`src/rtl/mul_rr_sched.sv`:
```
// Two-port round-robin front end for one shared signed multiplier.
// Operands are held for MC_CYCLES clocks so the multiplier can be a multicycle path.

module multiplier #(
  parameter int N = 10
) (
  input  logic signed [N-1:0]   a,
  input  logic signed [N-1:0]   b,
  output logic signed [2*N-1:0] p
);
  logic [N:0]             bx;
  logic signed [2*N-1:0]  ae;
  logic signed [2*N-1:0]  pp;
  logic signed [2*N-1:0]  acc;

  assign bx = {b, 1'b0};
  assign ae = {{N{a[N-1]}}, a};

  // radix-4 Booth digits; each row is a pre-sign-extended partial product
  always_comb begin
    acc = '0;
    pp  = '0;
    for (int i = 0; i < N/2; i++) begin
      unique case (bx[2*i +: 3])
        3'b001, 3'b010: pp = ae;
        3'b011:         pp = ae <<< 1;
        3'b100:         pp = -(ae <<< 1);
        3'b101, 3'b110: pp = -ae;
        default:        pp = '0;
      endcase
      acc = acc + (pp <<< (2*i));
    end
    p = acc;
  end
endmodule

module mul_rr_sched #(
  parameter int N         = 10,
  parameter int MC_CYCLES = 2
) (
  input  logic           clk,
  input  logic           rst_n,
  input  logic           a0_valid,
  output logic           a0_ready,
  input  logic [N-1:0]   a0_a,
  input  logic [N-1:0]   a0_b,
  input  logic           a1_valid,
  output logic           a1_ready,
  input  logic [N-1:0]   a1_a,
  input  logic [N-1:0]   a1_b,
  output logic           res_valid,
  input  logic           res_ready,
  output logic [2*N:0]   res_data,
  output logic           res_id,
  output logic           busy
);
  localparam int CW = (MC_CYCLES > 1) ? $clog2(MC_CYCLES) : 1;

  typedef enum logic [1:0] {
    IDLE,
    WAIT,
    HOLD
  } state_t;

  state_t                 state;
  state_t                 state_nx;
  logic [CW-1:0]          cnt;
  logic                   last_grant;
  logic signed [N-1:0]    op_a;
  logic signed [N-1:0]    op_b;
  logic signed [2*N-1:0]  prod;
  logic                   idle;
  logic                   g0;
  logic                   g1;
  logic                   take;

  multiplier #(.N(N)) u_mul (
    .a (op_a),
    .b (op_b),
    .p (prod)
  );

  assign idle = (state == IDLE);
  assign busy = ~idle;

  // on a tie the port that did not win last time is granted
  assign g0 = a0_valid & (~a1_valid | last_grant);
  assign g1 = a1_valid & (~a0_valid | ~last_grant);

  assign a0_ready = rst_n & idle & g0;
  assign a1_ready = rst_n & idle & g1;
  assign take     = a0_ready | a1_ready;

  always_comb begin
    state_nx = state;
    unique case (state)
      IDLE:    if (take) state_nx = WAIT;
      WAIT:    if (cnt == '0) state_nx = HOLD;
      HOLD:    if (res_valid & res_ready) state_nx = IDLE;
      default: state_nx = IDLE;
    endcase
  end

  always_ff @(posedge clk or negedge rst_n) begin
    if (!rst_n) begin
      state      <= IDLE;
      cnt        <= '0;
      last_grant <= 1'b1;
      op_a       <= '0;
      op_b       <= '0;
      res_valid  <= 1'b0;
      res_data   <= '0;
      res_id     <= 1'b0;
    end else begin
      state <= state_nx;
      if (take) begin
        op_a       <= a1_ready ? a1_a : a0_a;
        op_b       <= a1_ready ? a1_b : a0_b;
        res_id     <= a1_ready;
        last_grant <= a1_ready;
        cnt        <= CW'(MC_CYCLES - 1);
      end
      if (state == WAIT) begin
        if (cnt != '0) begin
          cnt <= cnt - 1'b1;
        end else begin
          res_data  <= {prod[2*N-1], prod};
          res_valid <= 1'b1;
        end
      end
      if (state == HOLD && res_ready) res_valid <= 1'b0;
    end
  end
endmodule
```
`config.mk`:
```
export PLATFORM = sky130hd
export DESIGN_NAME = mul_rr_sched
export DESIGN_NICKNAME = d
export VERILOG_FILES = /design/src/rtl/mul_rr_sched.sv
export SDC_FILE = /design/constraint.sdc
export NUM_CORES = 1
export LEC_CHECK = 0
export BUFFER_PORTS_ARGS = -buffer_cell sky130_fd_sc_hd__buf_2
export CORE_AREA = 2 2 98 170
export CTS_CLUSTER_SIZE = 30
export DETAILED_ROUTE_END_ITERATION = 7
export DIE_AREA = 0 0 100 172
export PLACE_DENSITY_LB_ADDON = 0.3
export SLEW_MARGIN = 10
export SYNTH_ARGS = -nofsm -noshare
export SYNTH_HDL_FRONTEND = slang
export SYNTH_SLANG_ARGS = --single-unit
export TNS_END_PERCENT = 20
```
`constraint.sdc`:
```
create_clock -name clk -period 5.4 [get_ports clk]
set_input_delay 0.81 -clock clk [delete_from_list [all_inputs] [get_ports clk]]
set_output_delay 0.81 -clock clk [all_outputs]
set_load 0.005 [all_outputs]
```
======== Yosys cells after proc, flatten, opt, wreduce, memory -nomap -nowiden ========
Index checks and enable logic that the tools add are counted.
storage, ports and cells
  flip-flop bits (word level) ............. 46
  output and inout bits ................... 26
  input bits .............................. 45
  word-level logic and storage cells ...... 93
cells by class
  add/sub/neg operators ................... 7
  reduce and logical (&&, ||, !) cells .... 14
  equality and inequality tests ........... 33
  muxes and demuxes ....................... 17
  bitwise operators ....................... 14
operators by type and width
  cell                                                 count
  adder 20 bit                                         4
  case mux 18 bit (4 select lines)                     1
  case mux 16 bit (4 select lines)                     1
  case mux 20 bit (3 select lines)                     1
  case mux 14 bit (4 select lines)                     1
  case mux 12 bit (4 select lines)                     1
  equality test 3 bit, second input constant           12
  equality test 3 x 2 -> 1 bit, second input constant  8
  two-way mux 10 bit                                   2
  negation 10 -> 20 bit                                1
  negation 11 -> 20 bit                                1
  OR reduction 2 bit                                   8
  equality test 3 x 1 -> 1 bit, second input constant  4
  AND 1 bit                                            6
  equality test 2 bit, second input constant           3
  two-way mux 1 bit                                    6
  two-way mux 2 bit                                    3
  case mux 2 bit (3 select lines)                      1
  NOT 1 bit                                            5
  equality test 2 x 1 -> 1 bit, second input constant  2
  != test 2 x 1 -> 1 bit, second input constant        2
  != test 2 bit, second input constant                 2
  AND reduction 2 bit                                  2
  OR 1 bit                                             3
  5 further kinds                                      5

======== Longest topological paths before layout ========
  depth in word-level cells ............... 8
  depth in mapped cells ................... 28
  gate-level depth less buffers ........... 25

======== Cells and area by module ========
Synthesis repeated with hierarchy kept, for this count alone.
second synthesis, totals
  cells, all modules ...................... 750
  area, all modules ....................... 6140.9 µm²
by module, submodules not included
  module        seq. area each (µm²)  area each (µm²)  instances  cells each
  multiplier    0.0                   4060.1           1          561
  mul_rr_sched  1152.4                2080.7           1          189

======== Worst setup path after synthesis ========
No wires, ideal clock.
  path type ............................... reg-to-reg
  start ................................... register op_a[1]
  end ..................................... register, netlist name res_data[19]
  data required time ...................... 5.270 ns
  setup slack ............................. -0.462 ns
  cell stages (with the launch flop) ...... 27
  period minus slack after synthesis ...... 5.862 ns
  arrival ................................. 5.732 ns
  library setup time ...................... 0.130 ns
  buffers on the path ..................... 3
  cells stage by stage .................... dfrtp_1 buf_2 inv_1 ha_1 buf_2 nor3b_2 nand2_1 buf_2 or3_1 nand2_1 xnor2_1 a221oi_1 a21oi_1 fa_1 fa_1 inv_1 fa_1 inv_1 ha_1 or3_1 or2_2 a31oi_1 o21ai_1 a21o_1 a21oi_1 xnor2_1 o21ai_1
on the way
  word-level cells in the longest chain between the ends .. 6
  elaborated cells between the ends (all ways) .. 11
  classes of those cells .................. add/sub (6); mux (5)
RTL lines
  item                                                                                         line    RTL
  start, declared                                                                              69      logic signed [N-1:0] op_a;
  start signal, assigned                                                                       117     op_a <= a1_ready ? a1_a : a0_a;
  negation 11 -> 20 bit / negation 10 -> 20 bit (equally long branches)                        27, 28
  case mux 18 bit (4 select lines) / case mux 20 bit (3 select lines) (equally long branches)  24      unique case (bx[2*i +: 3])
  adder 20 bit (3 in series)                                                                   31      acc = acc + (pp <<< (2*i));
  adder 20 bit (*)                                                                             31
Every way passes the cells marked *; elsewhere a longest branch is shown, timed or not.
A chain may end at the register's enable or synchronous reset.

======== Final worst setup path ========
  start ................................... register op_a[0]
  end ..................................... register, netlist name res_data[19]
on the way
  word-level cells in the longest chain between the ends .. 6
  elaborated cells between the ends (all ways) .. 11
  classes of those cells .................. add/sub (6); mux (5)
RTL lines
  item                                                                                         line
  negation 11 -> 20 bit / negation 10 -> 20 bit (equally long branches)                        27, 28
  case mux 18 bit (4 select lines) / case mux 20 bit (3 select lines) (equally long branches)  24
  adder 20 bit (3 in series)                                                                   31
  adder 20 bit (*)                                                                             31
Marked as above.

==> flow_metrics.py <==
metrics = {
    "critical_path": {
        "reg2reg_from": "op_a[0]$_DFFE_PN0P_",
        "rr_endpoint": "res_data[19]$_DFFE_PN0P_",
        "cp.required_ns": 5.54,
        "path_class": "register to register",
        "rr_worst_depth": 24,
        "cpPeakStageDelay_ns": 0.55,
        "crit_arrival_ns": 5.42,
        "cp_num_buf_inv": 4,
        "critPathSlowestCell": "fa_1",
        "path_delay_family": "adder cells",
        "crit_chain": "clkinv_4 -> ha_4 -> nor3b_4 -> nand2_2 -> or3_4 -> nand2_4 -> o21ai_4 -> buf_4 -> mux2i_1 -> mux4_2 -> fa_1 -> fa_1 -> inv_1 -> fa_1 -> inv_2 -> ha_4 -> a21o_1 -> a21o_1 -> a21oi_2 -> o21ai_2 -> a21o_1 -> a21oi_2 -> xnor2_1 -> o21ai_1",
        "startpoint_type": "register",
        "r2r_setup_slack_ns": 0.12,
        "endpoint_kind": "register",
        "crit_fanout": 5,
    },
    "yosys": {
        "synth_edf_count": 0,
        "ys_ff_latch": 46,
        "synth_nets": 937,
        "synth_area_per_cell_um2": 7.510,
        "ys_warn_count": 0,
        "seq_area_frac_synth": 0.1853,
        "yosys.area.top_type": "dfrtp_1",
        "ys_top_cells_by_area": "dfrtp_1 18%, fa_1 13%, nand2_1 8.1%, o21ai_0 5.3%, a21oi_1 5.1%",
        "syn-instance-count": 828,
        "synth_top_area_frac": 0.1811,
        "ys.flop_type": "dfrtp_1",
        "synth_cell_types": 71,
        "synthesis.area_mm2": 0.006218,
        "synthArstFlopShare": 1.000,
    },
    "timing": {
        "fin_skew_ns": 0.008385,
        "relSlewSlack": 0.3224,
        "period_minus_slack_ns": 5.279,
        "hold_violations": 0,
        "finalCritPeriodShare": 0.9776,
        "slew_violations": 0,
        "holdWs_ns": 0.4707,
        "grt_setup_unrepaired": "true",
        "worstMarginPinSlew_ns": 1.014,
        "setup_viol": 0,
        "clock.fmax_mhz": 189.4,
    },
    "cts": {
        "cts_tree": "yes",
        "htreeDepth": 2,
        "cts_made_buffers": 5,
        "root_buffer": "clkbuf_16",
        "clock_latency_ns": 0.30,
        "cts_sinks": 46,
        "holdBufCountCts": 0,
        "cts.path.max_buffers": 2,
        "clk_pin_slew_ns": 0.07,
    },
    "final_layout": {
        "final_common_cell": "nand2_1",
        "antennaDiodeCount": 0,
        "area_growth_pct": 25.94,
        "multi_input_area_mm2": 0.004838,
        "regArea_mm2": 0.001156,
        "layout-drive-gt1-share": 0.2869,
        "fill_cells": 1619,
        "final_core_utilization": 0.4933,
        "nets": 1063,
        "final_cell_mix": "129 x nand2_1, 116 x buf_4, 78 x nor2_1",
    },
    "floorplanning": {
        "fp.dieW_um": 100,
        "pin_count": 71,
        "start_util": 0.3917,
        "fp-row-count": 61,
        "die_area_mm2": 0.01720,
        "die_h_um": 172,
        "core_area_mm2": 0.01588,
    },
    "route": {
        "wl_per_cell_um": 18.91,
        "finalWirelength_um": 21640,
        "dr.pass1.iters": 8,
        "drtIter0Drc": 533,
        "route.detailed.drc": 0,
        "ant_nets": 0,
        "vias": 6479,
        "vias_per_cell": 5.663,
    },
    "min_path": {
        "hp-start": "res_data[13]$_DFFE_PN0P_",
        "hold-path-endpoint": "res_data[13]$_DFFE_PN0P_",
        "min_path_type": "register to register",
        "worstHoldPathCells": 2,
    },
    "placement": {
        "gp_congestion": 0.9985,
        "port_buffers": 70,
        "dpl.hpwl_um": 17300,
    },
    "grt": {
        "grt.total_usage": 0.2533,
        "gr-total-overflow": 0,
        "grt_pass1_wl_um": 33540,
        "antenna_found_initial": 0,
        "grt_pass1_vias": 6193,
        "grt_max_degree": 49,
    },
    "flow_run": {
        "cap_violations": 0,
    },
    "outcome": {
        "outcome": "finished, final reports clean",
    },
}
-- what timing repair did --
| item | 4_1_cts | 5_1_grt |
|---|---|---|
| buffers inserted | 0 | 6 |
| setup endpoints to repair | 3 | 7 |
| pin swaps | 1 | 31 |
| cloned | 0 | 0 |
| endpoints found under the hold margin | 0 | 0 |
| resized for setup | 4 | 44 |
-- worst max path at each step --
stage | depth (start not counted) | startpoint | end | slack, ns
3_5_place_dp | 21 | op_a[3]$_DFFE_PN0P_ | res_data[16]$_DFFE_PN0P_ | -0.13
4_1_cts | 21 | op_a[3]$_DFFE_PN0P_ | res_data[16]$_DFFE_PN0P_ | 0.01
2_1_floorplan | 26 | op_a[1]$_DFFE_PN0P_ | res_data[19]$_DFFE_PN0P_ | 0.004
5_1_grt | 25 | op_a[0]$_DFFE_PN0P_ | res_data[19]$_DFFE_PN0P_ | -0.09
3_3_place_gp | 24 | op_a[0]$_DFFE_PN0P_ | res_data[16]$_DFFE_PN0P_ | -0.05
6_report | 24 | op_a[0]$_DFFE_PN0P_ | res_data[19]$_DFFE_PN0P_ | 0.12
-- metal layers --
| layer | wire length, µm | GRT usage |
|---|---|---|
| met5 | 0 | 0 |
| met4 | 1250 | 0.1412 |
| met3 | 1078 | 0.01859 |
| met2 | 11550 | 0.4724 |
| met1 | 7756 | 0.2801 |
-- registers in the layout (all words and copies together) (netlist names) --
name and flops:
cnt 1, last_grant 1, op_a 10, op_b 10, res_data 20, res_id 1
res_valid 1, state 2
-- worst register-to-register path, stage by stage, from the launching register on --
cell and delay (ns):
dfrtp_2 0.44, clkinv_4 0.06, ha_4 0.12, nor3b_4 0.20, nand2_2 0.13, or3_4 0.47, nand2_4 0.08, o21ai_4 0.08
buf_4 0.15, mux2i_1 0.15, mux4_2 0.28, fa_1 0.44, fa_1 0.54, inv_1 0.06, fa_1 0.55, inv_2 0.05
ha_4 0.23, a21o_1 0.17, a21o_1 0.18, a21oi_2 0.14, o21ai_2 0.09, a21o_1 0.19, a21oi_2 0.14, xnor2_1 0.12
o21ai_1 0.07
-- final cells by class --
cell class | instances | share of cell area
timing repair buffer | 187 | 0.1574
multi-input combinational | 656 | 0.6178
tap | 189 | 0.03020
inverter | 58 | 0.02876
clock inverter | 2 | 0.001757
sequential | 46 | 0.1476
clock buffer | 6 | 0.01646
-- cells in the mapped netlist, types with 5 or more instances --
cell type,instances
nand2_1,135
nor2_1,79
o21ai_0,66
a21oi_1,63
inv_1,53
dfrtp_1,45
clkbuf_1,44
fa_1,40
a31oi_1,27
ha_1,24
xnor2_1,24
xor2_1,18
mux2i_1,17
a221oi_1,12
nand3_1,12
buf_1,11
mux2_2,11
a21o_1,10
buf_2,10
o22ai_1,9
a211oi_1,7
a22oi_1,6
and2_1,6
nand2b_1,6
o21bai_1,6
o22a_1,6
or3_1,6
a32oi_1,5
-- per-stage QoR --
stage,instances,setup TNS (ns),cell area (µm²),setup WS [ns]
floorplan,828,0,6316,0.003886
global placement,1130,-0.1376,7443,-0.05486
CTS,1138,0,7597,0.01104
global route,1144,-0.2134,7831,-0.08617
detailed placement,1130,-0.2819,7443,-0.1255
finish,1144,0,7831,0.1210
-- kinds of logic after synthesis --
group,count (synthesis),synth area share
AOI/OAI and AO/OA,253,0.2583
DFF,46,0.1853
and+or+nand+nor,267,0.1865
adders and majority gates,64,0.1771
muxes,29,0.05090
xor gates and xnor gates,43,0.06177
buffers and inverters,126,0.08008
Power is not shown: default switching activity piles up to over one toggle a cycle in this logic, so the estimate is an artifact.
